===== config.mk =====
export PLATFORM = sky130hd
export DESIGN_NAME = pixel_shift_engine_flat
export DESIGN_NICKNAME = d
export VERILOG_FILES = /design/src/rtl/pixel_shift_engine_if.sv /design/src/rtl/pixel_shift_engine.sv /design/src/flat_wrapper.sv
export SDC_FILE = /design/constraint.sdc
export NUM_CORES = 1
export LEC_CHECK = 0
export BUFFER_PORTS_ARGS = -buffer_cell sky130_fd_sc_hd__clkbuf_2
export CELL_PAD_IN_SITES_DETAIL_PLACEMENT = 0
export CELL_PAD_IN_SITES_GLOBAL_PLACEMENT = 2
export CORE_MARGIN = 5
export CORE_UTILIZATION = 31
export DETAILED_ROUTE_END_ITERATION = 10
export HOLD_SLACK_MARGIN = 0.12
export PLACE_DENSITY = 0.71
export SKIP_CTS_REPAIR_TIMING = 1
export SLEW_MARGIN = 40
export SYNTH_ARGS = -nofsm -noshare
export SYNTH_HDL_FRONTEND = slang
export SYNTH_SLANG_ARGS = --single-unit

===== constraint.sdc =====
create_clock -name clk -period 1.5 [get_ports clk]
set_input_delay 0.075 -clock clk [delete_from_list [all_inputs] [get_ports clk]]
set_output_delay 0.075 -clock clk [all_outputs]
set_load 0.05 [all_outputs]

===== src/rtl/pixel_shift_engine_if.sv =====
// Bundle between the WS2812B frame shifter and its bit generator / loader.
// master drives the load and the bit-complete strobe; slave is the shift engine.
interface pixel_shift_engine_if #(
    parameter int FRAME_BITS = 96
);
    localparam int IDX_W = (FRAME_BITS > 1) ? $clog2(FRAME_BITS) : 1;

    logic                  loadRegister;
    logic [FRAME_BITS-1:0] loadValue;
    logic                  genDone;
    logic                  registerBit;
    logic                  bitValid;
    logic                  latching;
    logic                  frameDone;
    logic [IDX_W-1:0]      bitIndex;

    modport master (
        output loadRegister,
        output loadValue,
        output genDone,
        input  registerBit,
        input  bitValid,
        input  latching,
        input  frameDone,
        input  bitIndex
    );

    modport slave (
        input  loadRegister,
        input  loadValue,
        input  genDone,
        output registerBit,
        output bitValid,
        output latching,
        output frameDone,
        output bitIndex
    );
endinterface


===== src/rtl/pixel_shift_engine.sv =====
// Presents a WS2812B frame MSB-first to the bit generator one bit per genDone,
// then holds the line in a latch gap before repeating (ROTATE=1) or idling.
module pixel_shift_engine #(
    parameter int NUM_LEDS     = 4,
    parameter int BITS_PER_LED = 24,
    parameter int LATCH_CYCLES = 5000,
    parameter int ROTATE       = 1
) (
    input  logic                   clk,
    input  logic                   reset,
    pixel_shift_engine_if.slave    bus
);
    localparam int FRAME_BITS = NUM_LEDS * BITS_PER_LED;
    localparam int IDX_W      = (FRAME_BITS > 1) ? $clog2(FRAME_BITS) : 1;
    localparam int LAT_W      = (LATCH_CYCLES > 1) ? $clog2(LATCH_CYCLES) : 1;

    localparam logic [IDX_W-1:0] LAST_IDX   = IDX_W'(FRAME_BITS - 1);
    localparam logic [LAT_W-1:0] LAST_LATCH = LAT_W'(LATCH_CYCLES - 1);

    typedef enum logic [1:0] {
        IDLE,
        SHIFT,
        LATCH
    } engineState_e;

    engineState_e          stateReg;
    engineState_e          stateNext;
    logic [FRAME_BITS-1:0] shiftReg;
    logic [FRAME_BITS-1:0] shiftNext;
    logic [IDX_W-1:0]      indexReg;
    logic [IDX_W-1:0]      indexNext;
    logic [LAT_W-1:0]      latchCount;
    logic [LAT_W-1:0]      latchNext;
    logic                  bitValidComb;
    logic                  latchingComb;
    logic                  frameDoneComb;

    always_ff @(posedge clk or negedge reset) begin
        if (!reset) begin
            stateReg   <= IDLE;
            shiftReg   <= '0;
            indexReg   <= '0;
            latchCount <= '0;
        end else begin
            stateReg   <= stateNext;
            shiftReg   <= shiftNext;
            indexReg   <= indexNext;
            latchCount <= latchNext;
        end
    end

    // A load wins over everything; rotating rather than shifting means the register
    // is back at the loaded frame after FRAME_BITS bits, ready to resend.
    always_comb begin
        stateNext     = stateReg;
        shiftNext     = shiftReg;
        indexNext     = indexReg;
        latchNext     = latchCount;
        bitValidComb  = (stateReg == SHIFT);
        latchingComb  = (stateReg == LATCH);
        frameDoneComb = 1'b0;

        if (bus.loadRegister) begin
            shiftNext = bus.loadValue;
            indexNext = '0;
            latchNext = '0;
            stateNext = SHIFT;
        end else begin
            case (stateReg)
                IDLE: begin
                end
                SHIFT: begin
                    if (bus.genDone) begin
                        shiftNext = (shiftReg << 1) | (shiftReg >> (FRAME_BITS - 1));
                        if (indexReg == LAST_IDX) begin
                            indexNext = '0;
                            latchNext = '0;
                            stateNext = LATCH;
                        end else begin
                            indexNext = indexReg + IDX_W'(1);
                        end
                    end
                end
                LATCH: begin
                    if (latchCount == LAST_LATCH) begin
                        frameDoneComb = 1'b1;
                        latchNext     = '0;
                        stateNext     = (ROTATE != 0) ? SHIFT : IDLE;
                    end else begin
                        latchNext = latchCount + LAT_W'(1);
                    end
                end
                default: begin
                    stateNext = IDLE;
                end
            endcase
        end
    end

    assign bus.registerBit = shiftReg[FRAME_BITS-1];
    assign bus.bitIndex    = indexReg;
    assign bus.bitValid    = bitValidComb;
    assign bus.latching    = latchingComb;
    assign bus.frameDone   = frameDoneComb;

endmodule


===== src/flat_wrapper.sv =====
// flat-port wrapper written by rule: the top's interface ports become plain ports
module pixel_shift_engine_flat 
#(
    parameter int NUM_LEDS     = 4,
    parameter int BITS_PER_LED = 24,
    parameter int LATCH_CYCLES = 5000,
    parameter int ROTATE       = 1
)
  (clk, reset, bus_loadRegister, bus_loadValue, bus_genDone, bus_registerBit, bus_bitValid, bus_latching, bus_frameDone, bus_bitIndex);
  pixel_shift_engine_if #(.FRAME_BITS(96)) bus_i ();
  input  logic clk;
  input  logic reset;
  input wire logic [$bits(bus_i.loadRegister)-1:0] bus_loadRegister;
  input wire logic [$bits(bus_i.loadValue)-1:0] bus_loadValue;
  input wire logic [$bits(bus_i.genDone)-1:0] bus_genDone;
  output wire logic [$bits(bus_i.registerBit)-1:0] bus_registerBit;
  output wire logic [$bits(bus_i.bitValid)-1:0] bus_bitValid;
  output wire logic [$bits(bus_i.latching)-1:0] bus_latching;
  output wire logic [$bits(bus_i.frameDone)-1:0] bus_frameDone;
  output wire logic [$bits(bus_i.bitIndex)-1:0] bus_bitIndex;
  assign bus_i.loadRegister = bus_loadRegister;
  assign bus_i.loadValue = bus_loadValue;
  assign bus_i.genDone = bus_genDone;
  assign bus_registerBit = bus_i.registerBit;
  assign bus_bitValid = bus_i.bitValid;
  assign bus_latching = bus_i.latching;
  assign bus_frameDone = bus_i.frameDone;
  assign bus_bitIndex = bus_i.bitIndex;
  pixel_shift_engine #(.NUM_LEDS(NUM_LEDS), .BITS_PER_LED(BITS_PER_LED), .LATCH_CYCLES(LATCH_CYCLES), .ROTATE(ROTATE)) u_core (.clk(clk), .reset(reset), .bus(bus_i));
endmodule

[Yosys cells after proc, flatten, opt, wreduce, memory -nomap -nowiden]
Cells that the tools add are included.
Cells by class
  mux-type cells: 20
  $mul: 0
  reductions and logical operators: 7
  magnitude comparators: 0
  bitwise logic cells: 1
  add/sub/neg operators: 2
  divide/modulo/power cells: 0
  equal/unequal tests: 8
  shift-type cells: 0
Operator list (count)
  two-way mux 96 bit: 3
  bitwise OR 96 x 1 -> 96 bit: 1
  two-way mux 13 bit: 4
  two-way mux 7 bit: 4
  one-hot mux 13 bit (2 select lines): 1
  adder 13 x 1 -> 13 bit (second input constant): 1
  == test 13 bit (second input constant): 1
  two-way mux 2 bit: 4
  adder 7 x 1 -> 7 bit (second input constant): 1
  == test 7 bit (second input constant): 1
  inequality test 3 x 2 -> 1 bit (second input constant): 2
  one-hot mux 2 bit (3 select lines): 1
  AND reduction 4 bit: 1
  nonzero test 2 bit: 2
  two-way mux 1 bit: 3
  inequality test 3 bit (second input constant): 1
  AND reduction 3 bit: 1
  nonzero test 3 bit: 1
  == test 2 x 1 -> 1 bit (second input constant): 1
  == test 2 bit (second input constant): 1
  zero test 2 bit: 1
  inequality test 2 bit (second input constant): 1
  AND reduction 2 bit: 1
Word-level totals
  bits in read-only memories: 0
  memories kept: 0
  bits in latches: 0
  output and inout port bits: 11
  bits in registers: 118
  input bits: 100
  memory bits (writable): 0

[Logic depth before layout (Yosys ltp)]
Gate-level depths: netlist of the first run.
  depth after elaboration: 5
  depth in mapped cells: 7
  mapped depth without buffers: 5

[Worst setup path before layout of the first run]
Ideal clock, no wire load.
  path type: register to register
  start point: register u_core.stateReg[0]
  end point: register u_core.stateReg[0]
  arrival time: 1.914 ns
  path buffers: 0
  required time: 1.374 ns
  cell stages (with the launch flop): 5
  setup slack: -0.540 ns
  library setup time: 0.126 ns
  cell sequence: dfrtp_1 -> nor2b_1 -> nor2b_1 -> nand2_1 -> a221o_1
On the way
  cells in the longest elaborated chain, start to end: 3
  elaborated cells on any way between the ends: 10
Ends and longest elaborated chain
  start: declaration: line pixel_shift_engine.sv:26  | engineState_e stateReg;
  start signal: assignment: line pixel_shift_engine.sv:45  | stateReg <= stateNext;
  == test 2 bit (*)
  net bus_latching: line flat_wrapper.sv:18  | output wire logic [$bits(bus_i.latching)-1:0] bus_latching;
  inequality test 3 x 2 -> 1 bit (no source line) or one-hot mux 2 bit (3 select lines) (tied branches)
  AND reduction 4 bit (no source line) or two-way mux 2 bit (tied branches)
Mark *: on every way through the listed nets, which the timed path passes. The rest lies on a longest branch.
A chain may end at the register's enable or synchronous reset.

[Worst setup path after layout of the first run]
  start point: register u_core.latchCount[11]
  end point: output port bus_frameDone
On the way
  cells in the longest elaborated chain, start to end: 4
Ends and longest elaborated chain
  start: declaration: line pixel_shift_engine.sv:32  | logic [LAT_W-1:0] latchCount;
  start signal: assignment: line pixel_shift_engine.sv:48  | latchCount <= latchNext;
  == test 13 bit: line pixel_shift_engine.sv:85  | if (latchCount == LAST_LATCH) begin
  two-way mux 1 bit: line pixel_shift_engine.sv:85
  two-way mux 1 bit: line pixel_shift_engine.sv:69  | case (stateReg)
  two-way mux 1 bit: line pixel_shift_engine.sv:63  | if (bus.loadRegister) begin
  end: declaration: line flat_wrapper.sv:19  | output wire logic [$bits(bus_i.frameDone)-1:0] bus_frameDone;
Every way passes these cells.

==> results of run 1 <==
==> path summary, 6_finish.rpt <==
kind                                        from                endpoint  slack, ns  depth (start not counted)
max in group asynchronous                  reset  u_core.bus.bitIndex[2]       0.77                          3
min in group clk                bus_loadRegister  u_core.bus.bitIndex[2]       0.20                          3
min reg2reg                  u_core.shiftReg[70]     u_core.shiftReg[71]       0.54                          2
min                                        reset      u_core.shiftReg[5]       0.16                          2
max                        u_core.latchCount[11]           bus_frameDone      -0.26                          5
max reg2reg                 u_core.latchCount[0]    u_core.latchCount[9]      -0.18                          7
==> cells in the mapped netlist (2+ instances only) <==
library cell | number | share of area
mux2i_1 | 98 | 0.18
a41oi_1 | 3 | 0.0047
xor2_1 | 2 | 0.0031
clkbuf_1 | 17 | 0.011
o31ai_1 | 2 | 0.0027
nor2b_1 | 4 | 0.0045
buf_4 | 3 | 0.0040
and2_1 | 3 | 0.0034
buf_1 | 5 | 0.0034
o21ai_0 | 3 | 0.0027
nor2_1 | 7 | 0.0047
dfrtp_1 | 118 | 0.53
ha_1 | 2 | 0.0045
nand3_1 | 7 | 0.0063
o21ai_1 | 101 | 0.090
a31oi_1 | 6 | 0.0067
buf_2 | 13 | 0.012
nand4_1 | 7 | 0.0078
nand2_1 | 116 | 0.078
and3_1 | 3 | 0.0034
a21oi_1 | 10 | 0.0089
==> per-stage QoR <==
step / setup slack [ns] / hold WS (ns) / area [µm²]
2_1_floorplan: -0.1654 / -0.2206 / 5705
3_3_place_gp: -0.1247 / 0.04833 / 6823
3_5_place_dp: -0.1471 / 0.05021 / 6823
4_1_cts: -0.3000 / -0.3880 / 7382
5_1_grt: -0.3543 / 0.1873 / 8982
6_report: -0.2556 / 0.1567 / 8982
==> kinds of logic after synthesis <==
family / Yosys count / synth area share
AOI/OAI and AO/OA: 131 / 0.1301
xor gates and xnor gates: 3 / 0.004696
adders and majority gates: 2 / 0.004471
buffers and inverters: 40 / 0.03309
DFF: 118 / 0.5276
muxes: 98 / 0.1753
and+or+nand+nor: 158 / 0.1248
==> sequential cells by signal, summed over array words and instances, names as in the netlist <==
name                 cells
u_core.bus.bitIndex      7
u_core.latchCount       13
u_core.shiftReg         96
u_core.stateReg          2
==> power by group <==
group | total (W) | switching, W | leakage, nW | internal (W)
clock network | 0.00390 | 0.00135 | 0.274 | 0.00255
registers | 0.00362 | 0.000156 | 1.46 | 0.00347
logic | 0.00128 | 0.000576 | 2.52 | 0.000703
==> layer usage <==
layer  vias up  routed length [µm]  track usage
li1       2464                   -            -
met1      2344                7091       0.1812
met2        84                7725       0.2043
met3        16                 478      0.04001
met4         0                 193      0.04713
met5         -                   0            0
==> worst max-delay path, stage by stage (launching register included) <==
cell     delay [ns]
dfrtp_1        0.38
nor4b_2        0.26
buf_4          0.16
nand4_1        0.14
nor2_4         0.18
buf_12         0.14
==> area by class of cell <==
type / instances / area, µm² / share of cell area
multi-input cells: 392 / 2660 / 0.2961
well taps: 229 / 286.5 / 0.03190
clock inverters: 4 / 70.07 / 0.007801
flip-flops and latches: 118 / 2958 / 0.3293
clock buffers: 26 / 489.2 / 0.05446
repair buffers: 282 / 2515 / 0.2800
inverters: 1 / 3.754 / 0.0004179
==> out/summary.txt, run 1 <==
final cell count without fillers: 1052
final worst-path cycle share: 1.170
Core Util, Final: 0.5035
TritonCTS Buffers: 17
run status: finished with violations
io pins: 111
HP Class: in -> async
measured slew at the worst slew-check pin: 0.6973 ns
#FFs+latches synth: 118
DR pass1 iterations: 4
total grt overflow: 0
Worst EP required: 1.42 ns
critical path class: reg -> out
CP Max Fanout: 2
CTS root buf: clkbuf_16
Syn Nets: 652
DIE AREA: 20840 µm²
Routed Antenna Nets: 0
Max transition margin: 0.5351
Slew Viols, Final: 0
VDD IR-drop max: 0.7385 mV
FFs w/ async S/R, synth: 1.000
most common cell after layout, fill and taps aside: dfrtp_1
P_leak: 4.260 nW
Yosys warning count: 0
Max H-tree Level: 4
final setup fails: 115
post-route worst setup slack: -0.2556 ns
mapped cell area: 5597 µm²
Post-DP HPWL: 9471 µm
commonest cells after routing, fill and taps aside: 114 x dfrtp_1, 113 x nand2_1, 105 x clkbuf_2
CTS tree: built
vias per cell: 4.665
drt total wl: 15490 µm
clock skew: 0.005648 ns
DRC viols: 0
Max-Cap Viols: 0
core area: 17840 µm²
failing checks: setup timing
fmax: 569.6 MHz
Post-layout nets: 914
crit path launch type: register
Pwr Density: 980.2 nW/µm²
clk sink count: 118
Area Growth Syn to Fin: 60.50%
worst-skew pair later-pin latency: 0.41 ns
setup tns final: -9.631 ns
DR iter-0 viols: 184
number of flops mapped to enable cells by yosys: 0
CP Capture Type: output port
DP Cell Count: 897
layout cells sized above 1: 0.3001
antenna violations before repair: 0
largest net degree at the start of global routing: 165
RD Place Congestion: 0.8189
unrepaired setup endpoints after global routing: true
crit path DAT: 1.68 ns
first-pass GRT wire length: 22380 µm
Synth Instances: 550
number of global-route vias before repair: 4602
Clock Tree Buf Depth: 2
Yosys cell types: 41
syn_area_per_cell: 10.18 µm²
Initial Util: 0.3137
ant diodes: 0
routed via count: 4908
Final Critical Period: 1.756 ns
Routed WL per cell: 14.72 µm
number of fill cells: 1578
chip height: 144.4 µm
Port Buf Inserts: 110
final hold violations: 0
row cnt: 49
die width: 144.4 µm
Top FF cell, synth: dfrtp_1
GRT Overall Usage: 0.1338
register area share after synthesis: 0.5276
clk slew on worst S/H paths: 0.05 ns
Final Total Pwr: 0.008805 W
(Power assumes the default switching activity.)
==> run 2, diff against run 1 <==
--- a/config.mk
+++ b/config.mk
@@ -6,7 +6,7 @@
 export NUM_CORES = 1
 export LEC_CHECK = 0
 export BUFFER_PORTS_ARGS = -buffer_cell sky130_fd_sc_hd__clkbuf_2
-export CELL_PAD_IN_SITES_DETAIL_PLACEMENT = 0
+export CELL_PAD_IN_SITES_DETAIL_PLACEMENT = 1
 export CELL_PAD_IN_SITES_GLOBAL_PLACEMENT = 2
 export CORE_MARGIN = 5
 export CORE_UTILIZATION = 31
==> run 2 against run 1 <==
Effect of this change: the run still ends with setup timing left; first-iteration DRC count rose by 3.8%; worst setup slack got worse by 0.091 ns; die area did not move; combinational power increased by 5%; clock power is 5% lower; global-route usage grew 1.6 points; flip-flop and latch count did not move; largest cell class unchanged.
==> out/summary.txt, run 2 (synthesis results as in run 1) <==
first-pass GRT wire length: 24810 µm (was 22380 µm)
total grt overflow: 0 (unchanged)
Hold Slack: 0.1512 ns (was 0.1567 ns)
VDD IR-drop max: 0.7774 mV (was 0.7385 mV)
Routed WL per cell: 17.18 µm (was 14.72 µm)
measured slew at the worst slew-check pin: 0.7557 ns (was 0.6973 ns)
Max-Cap Viols: 0 (unchanged)
setup tns final: -12.78 ns (was -9.631 ns)
clk sink count: 118 (unchanged)
final setup fails: 118 (was 115)
Final Total Pwr: 0.008697 W (was 0.008805 W)
vias per cell: 4.837 (was 4.665)
layout cells sized above 1: 0.3281 (was 0.3001)
routed via count: 5088 (was 4908)
HP Class: in -> async (unchanged)
critical path class: reg -> out (unchanged)
RD Place Congestion: 0.8189 (unchanged)
post-route worst setup slack: -0.3463 ns (was -0.2556 ns)
Area Growth Syn to Fin: 61.61% (was 60.50%)
Routed Antenna Nets: 0 (unchanged)
Port Buf Inserts: 110 (unchanged)
DRC viols: 0 (unchanged)
Worst EP required: 1.42 ns (about the same)
run status: finished with violations (unchanged)
TritonCTS Buffers: 17 (unchanged)
antenna violations before repair: 0 (unchanged)
unrepaired setup endpoints after global routing: true (unchanged)
Initial Util: 0.3137 (unchanged)
CTS root buf: clkbuf_16 (unchanged)
CP max stage cell: dfrtp_1 (unchanged)
final worst-path cycle share: 1.231 (was 1.170)
crit path DAT: 1.77 ns (was 1.68 ns)
Final Critical Period: 1.846 ns (was 1.756 ns)
core area: 17840 µm² (unchanged)
DIE AREA: 20840 µm² (unchanged)
fmax: 541.6 MHz (was 569.6 MHz)
Post-layout nets: 916 (was 914)
CTS tree: built (unchanged)
drt total wl: 18080 µm (was 15490 µm)
row cnt: 49 (unchanged)
number of global-route vias before repair: 4959 (was 4602)
Post-DP HPWL: 10320 µm (was 9471 µm)
DR pass1 iterations: 4 (unchanged)
clock skew: 0.007929 ns (was 0.005648 ns)
FF-to-FF setup slack: -0.24 ns (was -0.18 ns)
CP Max Fanout: 2 (unchanged)
failing checks: setup timing (unchanged)
final cell count without fillers: 1052 (unchanged)
Slew Viols, Final: 0 (unchanged)
ant diodes: 0 (unchanged)
Largest stage delay, worst path: 0.41 ns (was 0.38 ns)
die width: 144.4 µm (unchanged)
chip height: 144.4 µm (unchanged)
Clock Tree Buf Depth: 2 (unchanged)
crit path launch type: register (unchanged)
Max transition margin: 0.4962 (was 0.5351)
largest net degree at the start of global routing: 165 (unchanged)
clk slew on worst S/H paths: 0.05 ns (about the same)
Max H-tree Level: 4 (unchanged)
DR iter-0 viols: 191 (was 184)
DP Cell Count: 897 (unchanged)
commonest cells after routing, fill and taps aside: 114 x dfrtp_1, 111 x nand2_1, 105 x clkbuf_2 (was 114 x dfrtp_1, 113 x nand2_1, 105 x clkbuf_2)
Top reg by flops: u_core.shiftReg (unchanged)
worst path cell trace: nor4b_4, buf_4, nand4_1, nor2_4, buf_12 (was nor4b_2, buf_4, nand4_1, nor2_4, buf_12)
worst-skew pair later-pin latency: 0.41 ns (about the same)
final hold violations: 0 (unchanged)
Pwr Density: 961.6 nW/µm² (was 980.2 nW/µm²)
CP Capture Type: output port (unchanged)
GRT Overall Usage: 0.1494 (was 0.1338)
P_leak: 4.259 nW (was 4.260 nW)
most common cell after layout, fill and taps aside: dfrtp_1 (unchanged)
io pins: 111 (unchanged)
max FFs per register: 96 (unchanged)
-- run 2: final cells by class --
cell class              count  area, µm²
repair buffers            284       2502
clock buffers              23      467.9
multi-input cells         392       2774
fillers                  1935       8796
inverters                   1      3.754
well taps                 229      286.5
clock inverters             5      52.55
flip-flops and latches    118       2958
-- run 2: metal layers --
metal	up-vias	share of wire	GRT usage	wire, µm
li1	2457	-	-	-
met1	2508	0.43	0.2014	7773
met2	99	0.52	0.2309	9384
met3	24	0.030	0.03737	544
met4	0	0.021	0.05940	372
met5	-	0	0	0
-- run 2: final timing paths --
check,cells past startpoint,end,from
setup / recovery,5,bus_frameDone,u_core.latchCount[10]
hold / removal,2,u_core.shiftReg[10],reset
setup reg to reg,4,u_core.bus.bitIndex[5],u_core.stateReg[1]
hold reg to reg,2,u_core.shiftReg[5],u_core.shiftReg[5]
max in group asynchronous,3,u_core.bus.bitIndex[2],reset
min in group clk,3,u_core.bus.bitIndex[2],bus_loadRegister
-- run 2: worst max-delay path: cells and delay by family, from the launching register on --
kind,cells,cell delay (ns)
buffers and inverters,2,0.32
flip-flops,1,0.41
AND/OR/NAND/NOR,3,0.63
-- run 2: report_power, final --
| group | leakage, nW | internal [W] | switching (W) | total, W |
|---|---|---|---|---|
| Sequential | 1.46 | 0.00347 | 0.000182 | 0.00365 |
| Combinational | 2.54 | 0.000733 | 0.000615 | 0.00135 |
| Clock | 0.255 | 0.00231 | 0.00139 | 0.00370 |
| Total | 4.26 | 0.00651 | 0.00218 | 0.00870 |
-- run 2: per-stage QoR --
| stage | instance area [µm²] | setup slack (ns) | util |
|---|---|---|---|
| floorplan | 5705 | -0.1654 | - |
| global placement | 6823 | -0.1247 | 0.3824 |
| detailed placement | 6823 | -0.1724 | 0.3824 |
| CTS | 7343 | -0.3896 | 0.4116 |
| global route | 9045 | -0.4485 | 0.5070 |
| finish | 9045 | -0.3463 | 0.5070 |
